$ cat src/rtl/map_probe_sequencer.sv
// Collision probe sequencer: shares one single-port map ROM between the eight
// Mario collision probes (two above, two below, two left, two right).
// On start it issues the eight ROM lookups back-to-back, one per cycle. It
// captures and classifies the returned tile IDs, then publishes registered
// contact flags, a coin-bump pulse and a done strobe.
//
// Ports:
//   clk        system clock
//   rst        synchronous active-high reset
//   start      request a probe sweep (sampled only when idle)
//   map_base   map column of the view's left edge
//   scroll_px  pixel offset of the view within the first tile
//   mario_x    Mario screen x (pixels)
//   mario_y    Mario screen y (pixels)
//   rom_addr   map ROM address (registered)
//   rom_data   map ROM tile ID, valid one cycle after rom_addr
//   busy       sweep in progress
//   done       one-cycle pulse when the flags update
//   blk_above  solid tile above the head
//   blk_below  solid tile under the feet
//   blk_left   wall to the left
//   blk_right  wall to the right
//   coin_bump  one-cycle pulse with done: an above probe read tile 0
module map_probe_sequencer #(
   parameter int unsigned ROW_STRIDE = 212,
   parameter int unsigned MAP_ROWS   = 13,
   parameter logic [5:0]  EMPTY_ID   = 6'd63
) (
   input  logic        clk,
   input  logic        rst,
   input  logic        start,
   input  logic [11:0] map_base,
   input  logic [5:0]  scroll_px,
   input  logic [10:0] mario_x,
   input  logic [9:0]  mario_y,
   output logic [11:0] rom_addr,
   input  logic [5:0]  rom_data,
   output logic        busy,
   output logic        done,
   output logic        blk_above,
   output logic        blk_below,
   output logic        blk_left,
   output logic        blk_right,
   output logic        coin_bump
);

   typedef enum logic [1:0] {IDLE, ISSUE, DRAIN, RESOLVE} state_t;

   typedef struct packed {
      logic [11:0] addr;
      logic        solid;   // forced to tile 0 (head at top edge / px at 0)
      logic        empty;   // row beyond the map, read as EMPTY_ID
   } probe_t;

   // Geometry of probe k: pixel row/col -> tile row/col -> wrapped address.
   function automatic probe_t probe_calc(input logic [11:0] b, input logic [11:0] p,
                                         input logic [9:0] y, input logic [2:0] k);
      probe_t      r;
      logic [10:0] rpix;
      logic [12:0] cpix;
      logic [4:0]  row;
      logic [6:0]  col;
      case (k)
         3'd0, 3'd1: rpix = {1'b0, y} - 11'd1;
         3'd2, 3'd3: rpix = {1'b0, y} + 11'd64;
         3'd4, 3'd6: rpix = {1'b0, y};
         default:    rpix = {1'b0, y} + 11'd63;
      endcase
      case (k)
         3'd0, 3'd2: cpix = {1'b0, p};
         3'd1, 3'd3: cpix = {1'b0, p} + 13'd63;
         3'd4, 3'd5: cpix = {1'b0, p} - 13'd1;
         default:    cpix = {1'b0, p} + 13'd64;
      endcase
      row    = 5'(rpix >> 6);
      col    = 7'(cpix >> 6);
      r.addr = b + 12'(ROW_STRIDE) * {7'd0, row} + {5'd0, col};
      r.solid = ((k == 3'd0 || k == 3'd1) && y == '0) ||
                ((k == 3'd4 || k == 3'd5) && p == '0);
      r.empty = 32'(row) >= MAP_ROWS;
      return r;
   endfunction

   function automatic logic in_above(input logic [5:0] t);
      return t inside {6'd0, 6'd1, 6'd2};
   endfunction

   function automatic logic in_below(input logic [5:0] t);
      return t inside {6'd0, 6'd1, 6'd2, 6'd3, 6'd13, 6'd38, 6'd39};
   endfunction

   function automatic logic in_left(input logic [5:0] t);
      return t inside {6'd0, 6'd1, 6'd2, 6'd3, 6'd13, 6'd39, 6'd49};
   endfunction

   function automatic logic in_right(input logic [5:0] t);
      return t inside {6'd0, 6'd1, 6'd2, 6'd3, 6'd13, 6'd38, 6'd48};
   endfunction

   state_t      state;
   logic [2:0]  cnt;
   logic [11:0] base_q;
   logic [11:0] px_q;
   logic [9:0]  y_q;
   logic [5:0]  tile [8];

   logic [11:0] px_in;
   logic [2:0]  cap_k;
   probe_t      first_pr;
   probe_t      next_pr;
   probe_t      cap_pr;
   logic [5:0]  cap_tile;
   logic [5:0]  fin [8];
   logic        above_n, below_n, left_n, right_n, coin_n;

   always_comb begin
      px_in    = {1'b0, mario_x} + {6'd0, scroll_px};
      // Probe k is captured one cycle after it was addressed.
      cap_k    = (state == DRAIN) ? 3'd7 : cnt - 3'd1;
      first_pr = probe_calc(map_base, px_in, mario_y, 3'd0);
      next_pr  = probe_calc(base_q, px_q, y_q, cnt + 3'd1);
      cap_pr   = probe_calc(base_q, px_q, y_q, cap_k);
      if (cap_pr.solid)
         cap_tile = '0;
      else if (cap_pr.empty)
         cap_tile = EMPTY_ID;
      else
         cap_tile = rom_data;

      // Flags resolve in DRAIN using probe 7 straight off the ROM bus.
      for (int unsigned i = 0; i < 8; i++)
         fin[i] = tile[i];
      fin[7] = cap_tile;

      above_n = in_above(fin[0]) | in_above(fin[1]);
      below_n = in_below(fin[2]) | in_below(fin[3]);
      left_n  = in_left(fin[4])  | in_left(fin[5]);
      right_n = in_right(fin[6]) | in_right(fin[7]);
      // With y != 0 a zero on P0/P1 can only come from a real ROM read.
      coin_n  = (y_q != '0) && (fin[0] == '0 || fin[1] == '0);
   end

   always_ff @(posedge clk) begin
      if (rst) begin
         state     <= IDLE;
         cnt       <= '0;
         base_q    <= '0;
         px_q      <= '0;
         y_q       <= '0;
         rom_addr  <= '0;
         busy      <= 1'b0;
         done      <= 1'b0;
         coin_bump <= 1'b0;
         blk_above <= 1'b0;
         blk_below <= 1'b0;
         blk_left  <= 1'b0;
         blk_right <= 1'b0;
         for (int unsigned i = 0; i < 8; i++)
            tile[i] <= '0;
      end else begin
         case (state)
            IDLE: begin
               done      <= 1'b0;
               coin_bump <= 1'b0;
               if (start) begin
                  base_q   <= map_base;
                  px_q     <= px_in;
                  y_q      <= mario_y;
                  rom_addr <= first_pr.addr;
                  cnt      <= '0;
                  busy     <= 1'b1;
                  state    <= ISSUE;
               end
            end
            ISSUE: begin
               if (cnt != '0)
                  tile[cap_k] <= cap_tile;
               if (cnt == 3'd7)
                  state <= DRAIN;
               else
                  rom_addr <= next_pr.addr;
               cnt <= cnt + 3'd1;
            end
            DRAIN: begin
               tile[7]   <= cap_tile;
               blk_above <= above_n;
               blk_below <= below_n;
               blk_left  <= left_n;
               blk_right <= right_n;
               coin_bump <= coin_n;
               done      <= 1'b1;
               state     <= RESOLVE;
            end
            RESOLVE: begin
               done      <= 1'b0;
               coin_bump <= 1'b0;
               busy      <= 1'b0;
               state     <= IDLE;
            end
            default: state <= IDLE;
         endcase
      end
   end

endmodule
$ cat config.mk
export PLATFORM = sky130hd
export DESIGN_NAME = map_probe_sequencer
export DESIGN_NICKNAME = d
export VERILOG_FILES = /design/src/rtl/map_probe_sequencer.sv
export SDC_FILE = /design/constraint.sdc
export NUM_CORES = 1
export LEC_CHECK = 0
export CAP_MARGIN = 15
export CELL_PAD_IN_SITES_DETAIL_PLACEMENT = 0
export CELL_PAD_IN_SITES_GLOBAL_PLACEMENT = 1
export CORE_AREA = 2 2 97 192
export DETAILED_ROUTE_END_ITERATION = 8
export DIE_AREA = 0 0 99 194
export GPL_ROUTABILITY_DRIVEN = 0
export GPL_TIMING_DRIVEN = 1
export PLACE_DENSITY = 0.8
export SETUP_SLACK_MARGIN = 0.4
export SLEW_MARGIN = 0
export SYNTH_ARGS = -nofsm -noshare
export SYNTH_HDL_FRONTEND = slang
export SYNTH_SLANG_ARGS = --single-unit
$ cat constraint.sdc
create_clock -name clk -period 6.1 [get_ports clk]
set_input_delay 0.61 -clock clk [delete_from_list [all_inputs] [get_ports clk]]
set_output_delay 0.61 -clock clk [all_outputs]
set_load 0.02 [all_outputs]
Yosys cells after proc, flatten, opt, wreduce, memory -nomap -nowiden. Memories as Yosys holds them, arrays and structs flattened. Cells that the tools add are included.

Equal/unequal tests: 59. $add $sub $neg: 14. Mux-type cells: 31. Bitwise operators: 5. Order comparisons: 1. Multiply operators: 2. Reductions and logical operators: 49.

Operator list (count): $eq 6x2->1 const B (14); $eq 6x6->1 const B (12); $pmux 11 s3 (2); $eq 6x1->1 const B (8); $logic_not 6->1 (8); $reduce_bool 7->1 (6); $pmux 13 s3 (1); $eq 6x4->1 const B (6); $add 12x12->12 (2); $mux 12 (2); $mux 6 (4); $pmux 12 s2 (1); $sub 10x1->11 const B (2); $eq 3x3->1 const B (7); $mul 6x5->10 const A (2); $reduce_or 2->1 (10); $add 12x6->13 const B (1); $add 12x7->13 const B (1); $sub 12x1->13 const B (1); $add 11x6->12 (1); $add 12x6->12 (1); $add 12x7->12 (1); $eq 3x2->1 const B (4); $logic_not 12->1 (1); 27 further kinds (63).

Register bits: 58. Output and inout port bits: 19. Bits of input ports: 48. Memories kept: 1. Logic and storage cells: 175. RAM bits: 48.

Memories: tile (depth 8, bits a word 6, rd ports 7, clocked after memory_dff 0, wr ports 8, RTL line 105) `logic [5:0] tile [8];`.

Depth between registers and ports, before layout. Gate-level depths: netlist of the first run.

Depth in word-level cells: 11. Mapped depth: 26. Mapped depth without buffers: 26.

Least setup slack after synthesis of the first run. No wires, ideal clock.

Kind: flip-flop to flip-flop. From: reg cnt[0]. To: reg rom_addr[11]. Buffers on the path: 1. Clock period less this slack: 5.386 ns. Library setup time: 0.091 ns. Path slack: 0.714 ns. Stages on the path, launching flop included: 25. Data arrival time: 5.295 ns. Data required time: 6.009 ns. Cells stage by stage: dfxtp_1 -> ha_1 -> ha_1 -> clkbuf_1 -> o22ai_1 -> inv_1 -> o221a_2 -> a21oi_1 -> nor2_1 -> a21oi_1 -> ha_1 -> xnor2_1 -> ha_1 -> ha_1 -> ha_1 -> a31oi_1 -> xnor2_1 -> ha_1 -> ha_1 -> or4_1 -> o22a_1 -> a21o_1 -> a21oi_1 -> xnor2_1 -> a311oi_1.

Word-level cells in the longest chain between the ends: 9. Elaborated cells on any way between the ends: 24. Classes of those cells: add/sub (3); mul (1); eq/ne (8); mux (4); reduce/logical (8).

Ends and longest elaborated chain: start, declared (RTL line 101) `logic [2:0] cnt;`; start signal, assigned (RTL line 182) `cnt <= cnt + 3'd1;`; $add 3x1->3 (RTL line 121) `next_pr = probe_calc(base_q, px_q, y_q, cnt + 3'd1);`; $eq 3x3->1 (tied with other cells) (RTL line 63, 69); $reduce_or 2->1 (RTL line 63) `case (k)`; $pmux 11 s3 (RTL line 63); $mul 6x5->10 (RTL line 77) `r.addr = b + 12'(ROW_STRIDE) * {7'd0, row} + {5'd0, col};`; $add 12x12->12 (RTL line 77); $add 12x7->12 (RTL line 77); $mux 12 (RTL line 178) `if (cnt == 3'd7)`; $pmux 12 s2 (RTL line 161) `case (state)`; end signal, assigned (RTL line 169) `rom_addr <= first_pr.addr;`; end signal, assigned (RTL line 181) `rom_addr <= next_pr.addr;`; end, declared (RTL line 36) `output logic [11:0] rom_addr,`.

Several ways; a longest one is shown, not always the timed one. The select of a mux whose other input is x is not followed. A chain may end at the register's enable or synchronous reset.

Worst setup path after layout of the first run. Ends and elaborated chain as after synthesis.

==> results.cfg, run 1 <==
[run_status]
status = complete, no violations

[synthesis]
postSynthAreaPerCell_um2 = 8.49
synthArstFlopShare = 0
synthTopCellsByCount = nor2_1, ha_1, nand2_1, a21oi_1, inv_1
synthTopCellsByArea = edfxtp_1, ha_1, dfxtp_1
synth_edf_count = 42
synth-main-ff-cell = dfxtp_1
yosysWarnings = 0
ys_seq_elements = 100
syn_nets = 1081
synth.most_common_cell = nor2_1
ys_seq_area_frac = 0.311
ys_types = 62
synth.top_cell.area_share = 0.162
synth_largest_area_cell = edfxtp_1
syn_area_um2 = 7790
synthCells = 918

[timing]
setup_tns_ns = 0
maxSlewHeadroom = 0.305
hold_viol = 0
fin_crit_ns = 5.36
final_max_slew_viol_count = 0
post-route-period-util = 0.878
finalSetupViolCount = 0
max_freq_ghz = 0.187
finalClockSkew_ns = 0.0111
rsz0062_at_grt = false
worst_slew_pin_slew_ns = 1.04

[drt]
vias_per_cell = 5.50
wl_met1_um = 7050
routedWlPerCell_um = 16.5
ant_nets = 0
met3_length_um = 464
drt-total-wl_um = 19800
via_count = 6572
drtIter0Drc = 216
drc = 0
highest_layer = met4
drt_pass1_iterations = 4
wl_met2_um = 11600

[global_routing]
grt_remaining_overflow = 0
antenna_found_initial = 0
grt_pass1_wl_um = 32700
first_global_vias = 6859
grtUsageTotal = 0.214
grt_start_max_net_pins = 55

[floorplan]
ioPinCount = 67
die_area_um2 = 19200
core_um2 = 17700
die_height_um = 194
start_util = 0.440
die_w_um = 99
rows = 69

[setup_path]
reg2reg_slack_ns = 0.74
ff2ff_path_depth = 22
crit_type = reg -> reg
r2r_end = rom_addr[11]
start_kind = flip-flop
cp-end-kind = flip-flop
cp_data_arrival_time_ns = 5.63
crit_fanout = 14
crit_required_ns = 6.37
reg2reg_from = cnt[0]

[pwr]
share_comb_of_total_power = 0.739
p_int_w = 0.00296
p_per_area_nw_per_um2 = 620
leakagePower_nw = 3.96
swShare = 0.475
design_power_total_w = 0.00563
p_seq_frac = 0.159
ir_drop_v = 0.000508
p_switching_w = 0.00267
p_clk_frac = 0.102

[layout]
n_fill_cell = 1698
area_delta_synth_final_pct = 16.5
diodes = 0
regArea_um2 = 2420
fin_nets = 1140
drive_above_1_share = 0.0561
multi_input_area_um2 = 5030
fin_area_um2 = 9070

[clocking]
clkLatencyLatePin_ns = 0.36
path_clk_slew_ns = 0.07
holdBufCountCts = 0
root_buffer = clkbuf_16
cts_tree = built
cts_made_buffers = 9
clk_path_buf_depth = 2
htree_levels = 3
cts.sinks = 100

[worst_hold_path]
hold_start = px_q[3]
hold_path_class = reg -> reg
hold_path_end = px_q[3]
min_path_cells = 2

[placement]
place_area_um2 = 8700
hpwl_um = 15800
portBuffers = 66

[job]
maxCapViolCount = 0
[critical path, stage by stage (launching register included)]
cell,delay [ns]
dfxtp_1,0.33
buf_4,0.19
inv_1,0.13
ha_2,0.23
nor2_1,0.06
or2_2,0.32
o221a_2,0.27
a21oi_1,0.12
nor2_1,0.06
a21oi_2,0.19
ha_1,0.30
fa_1,0.55
ha_1,0.31
inv_1,0.04
fa_1,0.47
inv_1,0.04
ha_1,0.23
or4_1,0.51
o22a_1,0.22
a21o_1,0.18
a21oi_1,0.17
xnor2_1,0.09
a311oi_1,0.25
[cell usage in the layout, fill, tap and decap left out, types with 12 or more instances in the layout]
master           count
a211oi_1            18
edfxtp_1            42
o21ai_0             41
a21oi_1             68
a21o_1              14
nand3_1             15
fa_1                15
inv_1               69
ha_1                96
nand2_1            100
nor3_1              17
clkdlybuf4s50_1     65
nor2b_1             12
xor2_1              19
xnor2_1             35
nor2_1             116
buf_4               20
dfxtp_1             57
[area by class of cell]
cell class,count,area share
Tap cell,213,0.0294
Sequential cell,100,0.267
Clock buffer,10,0.0276
Clock inverter,5,0.00427
Multi-Input combinational cell,711,0.554
Timing Repair Buffer,86,0.0888
Inverter,69,0.0285
[through the flow]
stage                     utilization  worst slack (ns)  hold slack [ns]  instances
final                           0.513             0.742            0.448       1194
after global routing            0.513             0.408            0.479       1194
after CTS                       0.508             0.406            0.450       1191
after detailed placement        0.492             0.264            0.442       1176
after global placement          0.492             0.440            0.438       1176
after floorplan                     -             0.714            0.426        918
[sequential cells by signal (all words and copies together) (netlist names), 2 cells and up]
name / cells
px_q: 12
state: 2
cnt: 3
rom_addr: 12
y_q: 10
base_q: 12
tile: 42
[how the worst max path moves through the flow]
stage	startpoint	depth (start not counted)	to
floorplan	cnt[0]	24	rom_addr[11]
global placement	mario_y[2]	21	rom_addr[11]
detailed placement	mario_y[2]	21	rom_addr[11]
CTS	cnt[1]	22	rom_addr[11]
global route	mario_y[2]	22	rom_addr[11]
finish	cnt[0]	22	rom_addr[11]
[power groups by stage]
stage	clock network [W]	logic (W)	registers (W)
4_1_cts	0.000581	0.00407	0.000897
2_1_floorplan	0	0.00297	0.000942
3_5_place_dp	0	0.00403	0.000912
3_3_place_gp	0	0.00402	0.000910
5_1_grt	0.000603	0.00471	0.000914
6_report	0.000571	0.00416	0.000897
[routing by layer]
layer,up-vias,global-route usage
met1,3087,0.208
met3,29,0.0249
met5,-,0
met4,0,0.0944
met2,103,0.431
li1,3353,-
[repair_timing]
action                                  CTS  global route
endpoints found under the setup margin    0             3
resized for setup                         0            11
setup buffers                             0             3
[logic make-up (layout without fill, tap and decap cells)]
group,after synthesis,after routing,synth area share
AOI/OAI and AO/OA,217,217,0.179
xor gates and xnor gates,55,55,0.0618
adders and majority gates,115,115,0.199
buffers and inverters,107,170,0.0517
DFF,100,100,0.311
muxes,10,10,0.0128
and+or+nand+nor,314,314,0.184
No activity file was read; power rests on OpenSTA's default activity.
==> inputs of run 2 (changes only) <==
SKIP_LAST_GASP = 1   (was default)
==> results of run 2 <==
Final layout, timing and power as in run 1 (identical DEF).
==> inputs of run 3 (changes only) <==
--- a/config.mk
+++ b/config.mk
@@ -10,5 +10,5 @@
 export CELL_PAD_IN_SITES_GLOBAL_PLACEMENT = 1
-export CORE_AREA = 2 2 97 192
+export CORE_AREA = 2 2 111 167
 export DETAILED_ROUTE_END_ITERATION = 8
-export DIE_AREA = 0 0 99 194
+export DIE_AREA = 0 0 113 169
 export GPL_ROUTABILITY_DRIVEN = 0
--- a/constraint.sdc
+++ b/constraint.sdc
@@ -3,2 +3,2 @@
 set_output_delay 0.61 -clock clk [all_outputs]
-set_load 0.02 [all_outputs]
+set_load 0.05 [all_outputs]
==> run 3 against run 2 <==
Net effect: the flow now finishes with violations (design-rule violations); combinational power up 2%; global-route usage down 0.65 points; critical path depth down 2; clock power up 7.4%; routed wire length down 2.0%; final cell count up 0.34%.
==> results.cfg, run 3 (same netlist as run 1, synthesis figures left out) <==
[layout]
layout_commonest_cell = nor2_1
final_util = 0.513
largest_reg_flops = 42
final_cells = 1198
fin_nets = 1138
drive_above_1_share = 0.0551
mostFrequentLayoutCells = nor2_1, nand2_1, ha_1, inv_1, a21oi_1
area_delta_synth_final_pct = 16.6
top_register = tile

[setup_path]
crit_type = reg -> reg
cp_data_arrival_time_ns = 5.66
cp_num_buf_inv = 2
cpPeakStageDelay_ns = 0.55
path_delay_family = adder cells
path_cells = ha_1 > ha_2 > or2_2 > o221a_2 > a21oi_1 > nor2_1 > a21oi_2 > ha_1 > fa_1 > ha_1 > inv_1 > fa_1 > inv_1 > ha_1 > or4_1 > o22a_1 > a21o_1 > a21oi_1 > xnor2_1 > a311oi_1
crit_required_ns = 6.38
cp_common_cell = ha_1
reg2reg_slack_ns = 0.71
crit_slowest_cell = fa_1
cp-end-kind = flip-flop
crit_fanout = 10
start_kind = flip-flop

[drt]
ant_nets = 0
drt-total-wl_um = 19400
drc = 4
via_count = 6552
vias_per_cell = 5.47
drtIter0Drc = 365
routedWlPerCell_um = 16.2
drt_pass1_iterations = 6

[timing]
rsz0062_at_grt = false
worst_slew_pin_slew_ns = 1.08
hold_viol = 0
post-route-worst-setup-slack_ns = 0.711
maxSlewHeadroom = 0.281
finalClockSkew_ns = 0.00955
hold_ws_ns = 0.450
max_freq_ghz = 0.186
finalSetupViolCount = 0
setup_tns_ns = 0
fin_crit_ns = 5.39
post-route-period-util = 0.883
final_max_slew_viol_count = 0

[pwr]
p_clk_frac = 0.107
swShare = 0.485
leakagePower_nw = 3.97
p_switching_w = 0.00278
share_comb_of_total_power = 0.736
ir_drop_v = 0.000613
p_per_area_nw_per_um2 = 633
p_int_w = 0.00296
p_seq_frac = 0.157

[run_status]
failed_checks = design-rule violations
status = finished, violations left

[job]
maxCapViolCount = 0

[global_routing]
first_global_vias = 6531
antenna_found_initial = 1
grt_remaining_overflow = 0
grtUsageTotal = 0.207
grt_pass1_wl_um = 31600
grt_start_max_net_pins = 55

[floorplan]
die_area_um2 = 19100
start_util = 0.440
core_um2 = 17700
ioPinCount = 67
die_w_um = 113
die_height_um = 169
rows = 60

[clocking]
path_clk_slew_ns = 0.08
root_buffer = clkbuf_16
holdBufCountCts = 0
clk_path_buf_depth = 2
clkLatencyLatePin_ns = 0.36
cts_tree = built
htree_levels = 3
cts_made_buffers = 9
cts.sinks = 100

[placement]
dp.cells = 1178
pre_cts_ws_ns = 0.361
hpwl_um = 15100
portBuffers = 66

[worst_hold_path]
hold_path_class = reg -> reg
==> run 3: cell count changes in the layout (fill, tap and decap cells not counted), sizes merged <==
cell	before	now
buf	21	19
clkinv	1	2
clkinvlp	1	0
diode	0	1
inv	72	73
==> run 3: worst min-delay path, cell delays in order (launching register included) <==
cell and delay, ns:
dfxtp_1 0.31, nand2_1 0.05, a21oi_1 0.05
==> run 3: metrics by stage <==
stage,area (um2),power [W]
finish,9080,0.00575
global route,9080,0.00634
CTS,9010,0.00565
detailed placement,8690,0.00499
global placement,8690,0.00498
floorplan,7790,0.00401
==> run 3: layout make-up <==
cell class,instances,area [um2]
flip-flops and latches,100,2420
diodes,1,2.50
inverters,69,259
multi-input cells,711,5010
well taps,217,272
fillers,1717,8640
clock buffers,10,250
clock inverters,6,70.1
repair buffers,84,791
==> run 3: routing by layer <==
layer,part of all wire,vias to the layer above,global-route usage
li1,-,3344,-
met1,0.41,3087,0.230
met2,0.54,101,0.397
met3,0.028,20,0.0258
met4,0.022,0,0.0764
met5,0,-,0
==> run 3: worst paths after layout <==
| path | depth (start not counted) | start | end |
|---|---|---|---|
| max | 20 | cnt[1] | rom_addr[11] |
| min | 2 | px_q[3] | px_q[3] |
| max reg2reg | 20 | cnt[1] | rom_addr[11] |
| min reg2reg | 2 | px_q[3] | px_q[3] |
==> run 3: power groups by stage <==
| stage | logic, W | clock network (W) | registers, W |
|---|---|---|---|
| after floorplan | 0.00297 | 0 | 0.00105 |
| after global placement | 0.00406 | 0 | 0.000915 |
| after detailed placement | 0.00407 | 0 | 0.000916 |
| after CTS | 0.00413 | 0.000626 | 0.000902 |
| after global routing | 0.00477 | 0.000647 | 0.000918 |
| final | 0.00423 | 0.000613 | 0.000902 |
==> run 3: what timing repair did <==
action                     in CTS  in global routing
setup endpoints to repair       1                  2
setup buffers                   0                  3
cloned                          0                  0
pin swaps                       0                  1
gates resized for setup         1                  9
==> variant: new RTL, settings of run 3 <==
Change the parameter `MAP_ROWS` from 13 to 12.
--- a/src/rtl/map_probe_sequencer.sv
+++ b/src/rtl/map_probe_sequencer.sv
@@ -24,5 +24,5 @@
 module map_probe_sequencer #(
    parameter int unsigned ROW_STRIDE = 212,
-   parameter int unsigned MAP_ROWS   = 13,
+   parameter int unsigned MAP_ROWS   = 12,
    parameter logic [5:0]  EMPTY_ID   = 6'd63
 ) (
Formal check against the unedited RTL: no difference found for any inputs over 4 cycles, from zero or initial values and one cycle with rst high; that may be too few to reach the edited logic, so the function may still have changed.
==> variant against run 3 <==
  * The run still ends with design-rule violations left
  * Critical path depth rose by 6
  * Power shrank 3.5%
  * Setup slack better by 0.13 ns
  * Maximum frequency is 2.5% higher
  * Routed wire length down 1.8%
  * First-iteration DRC count increased by 11%
  * Die area did not move
  * Synthesized cell count increased by 0.65%
  * Sequential cell count unchanged
  * Clock skew increased by 0.0012 ns
  * Synthesized area grew 2.4%
  * Final area rose by 1.0%
  * Critical endpoint unchanged
  * Highest routed layer unchanged
==> variant: results (changes against run 3) <==
Syn Nets 1086 (+0.46%); # DRC 3 (-1); most instantiated cells after synthesis ha_1 (99), nand2_1 (95), nor2_1 (79), a21oi_1 (77), inv_1 (68); share of cells above drive strength 1 5.840% (+0.33 points); most flop-heavy register tile; port buffer count 66 (unchanged); GRT Util Overall 20.30% (-0.43 points); final period utilization 86.20% (-2.1 points); Area contributors post-synth edfxtp_1 (16%), ha_1 (16%), dfxtp_1 (15%); CP Capture Point rom_addr[11]; Placement Cell Area 8808 um2 (+1.4%); Crit-path slowest cell dfxtp_1; worst hold path startpoint base_q[2]; CTS Buf Count 9 (unchanged); Max Slew Vio Count 0 (unchanged); Top delay family on crit path adder cells; buffer type at the clock tree root clkbuf_16; reg2reg path depth 26 (+30%); CTS Buffer Depth 2 (unchanged); LEAKAGE 3.870 nW (-2.4%); Starting DRT DRC Count 404 (+11%); Skew-Pair Late Insertion Delay 0.35 ns; Netlist cell types 67 (+8.1%); placement-stage worst setup slack 0.3988 ns (+0.03829 ns); number of fillers in the final layout 1767 (+2.9%); dpl hpwl 14690 um (-2.5%); Post-synth EDFFs 42 (unchanged); first-pass GRT wire length 31640 um (+0.20%); Fin Hold WS 0.4541 ns (+0.003630 ns); Critical path origin cnt[0]; ANT cells 0 (-1); max FFs per register 42 (unchanged); sequential-to-total area share from yosys stat 30.36% (-0.73 points); initial antenna violation count 0 (-1); reg2reg setup slack 0.84 ns (+0.13 ns); Min-Delay Path Depth 2 (unchanged); clock-pin slew on the worst setup and hold paths 0.07 ns; Endpoint, Worst Hold base_q[2]; largest net degree at the start of global routing 67 (+22%); failing checks design-rule violations; Critical Path Fanout Max 17 (+7); H-tree levels 3 (unchanged); worst slew pin tran 0.7605 ns (-0.3173 ns); Crit path largest cell delay 0.35 ns (-0.20 ns); Arr. time, crit path 5.52 ns (-0.14 ns); hold crit path type register to register; post_cts resized 0 (-1); Clock Skew 0.01075 ns (+0.001201 ns); routed wire length 19000 um (-1.8%); drt first pass iters 7 (+1); vias in the first global route 6656 (+1.9%); VDD IR max 468.6 uV (-24%); Vias 6598 (+0.70%); Ys Warns 0 (unchanged); post-CTS setup buffer count 0 (unchanged); Post-synth ARST share 0% (unchanged); Main synth FF type dfxtp_1; status finished with violations
-- variant: cell count changes in the layout (fill, tap and decap cells not counted), moves of 5 or more --
| cell | before | now |
|---|---|---|
| nor2_1 | 116 | 77 |
| o21a_1 | 8 | 46 |
| o21ai_0 | 41 | 21 |
| o21ai_1 | 0 | 16 |
| a21oi_1 | 68 | 74 |
| a22oi_1 | 3 | 8 |
| nand2_1 | 100 | 95 |
-- variant: layout make-up --
cell class	instances	area, um2	area share [%]
multi-input combinational	709	5142	56.06
sequential	100	2425	26.44
timing repair buffer	80	760.7	8.294
tap	217	271.5	2.960
inverter	71	266.5	2.905
clock buffer	9	225.2	2.455
clock inverter	7	81.33	0.8866
-- variant: per-layer routing --
| layer | track usage [%] | vias up | part of all wire [%] |
|---|---|---|---|
| met4 | 7.476 | 0 | 2.7 |
| met1 | 23.05 | 3112 | 42 |
| met2 | 38.27 | 87 | 53 |
| met3 | 2.614 | 27 | 3.0 |
| li1 | - | 3372 | - |
| met5 | 0 | - | 0 |
-- variant: kinds of logic (layout without fill, tap and decap cells) --
family | Yosys count | count (layout) | share of synthesized area, %
and+or+nand+nor | 278 | 278 | 16.44
AOI/OAI and AO/OA | 251 | 251 | 20.58
buffers and inverters | 115 | 167 | 5.913
adders and majority gates | 114 | 114 | 19.29
DFF | 100 | 100 | 30.36
xor gates and xnor gates | 57 | 57 | 6.258
muxes | 9 | 9 | 1.161
-- variant: per-stage QoR --
step           std cells  power [mW]
2_1_floorplan        924       4.119
3_3_place_gp        1177       4.925
3_5_place_dp        1177       4.940
4_1_cts             1193       5.572
5_1_grt             1193       6.163
6_report            1193       5.546
-- variant: power breakdown --
group          internal (mW)  switching (mW)  total, mW  leakage [nW]
Combinational           1.76            2.27       4.03          2.81
Sequential             0.811           0.101      0.913         0.912
Clock                  0.325           0.276      0.601         0.149
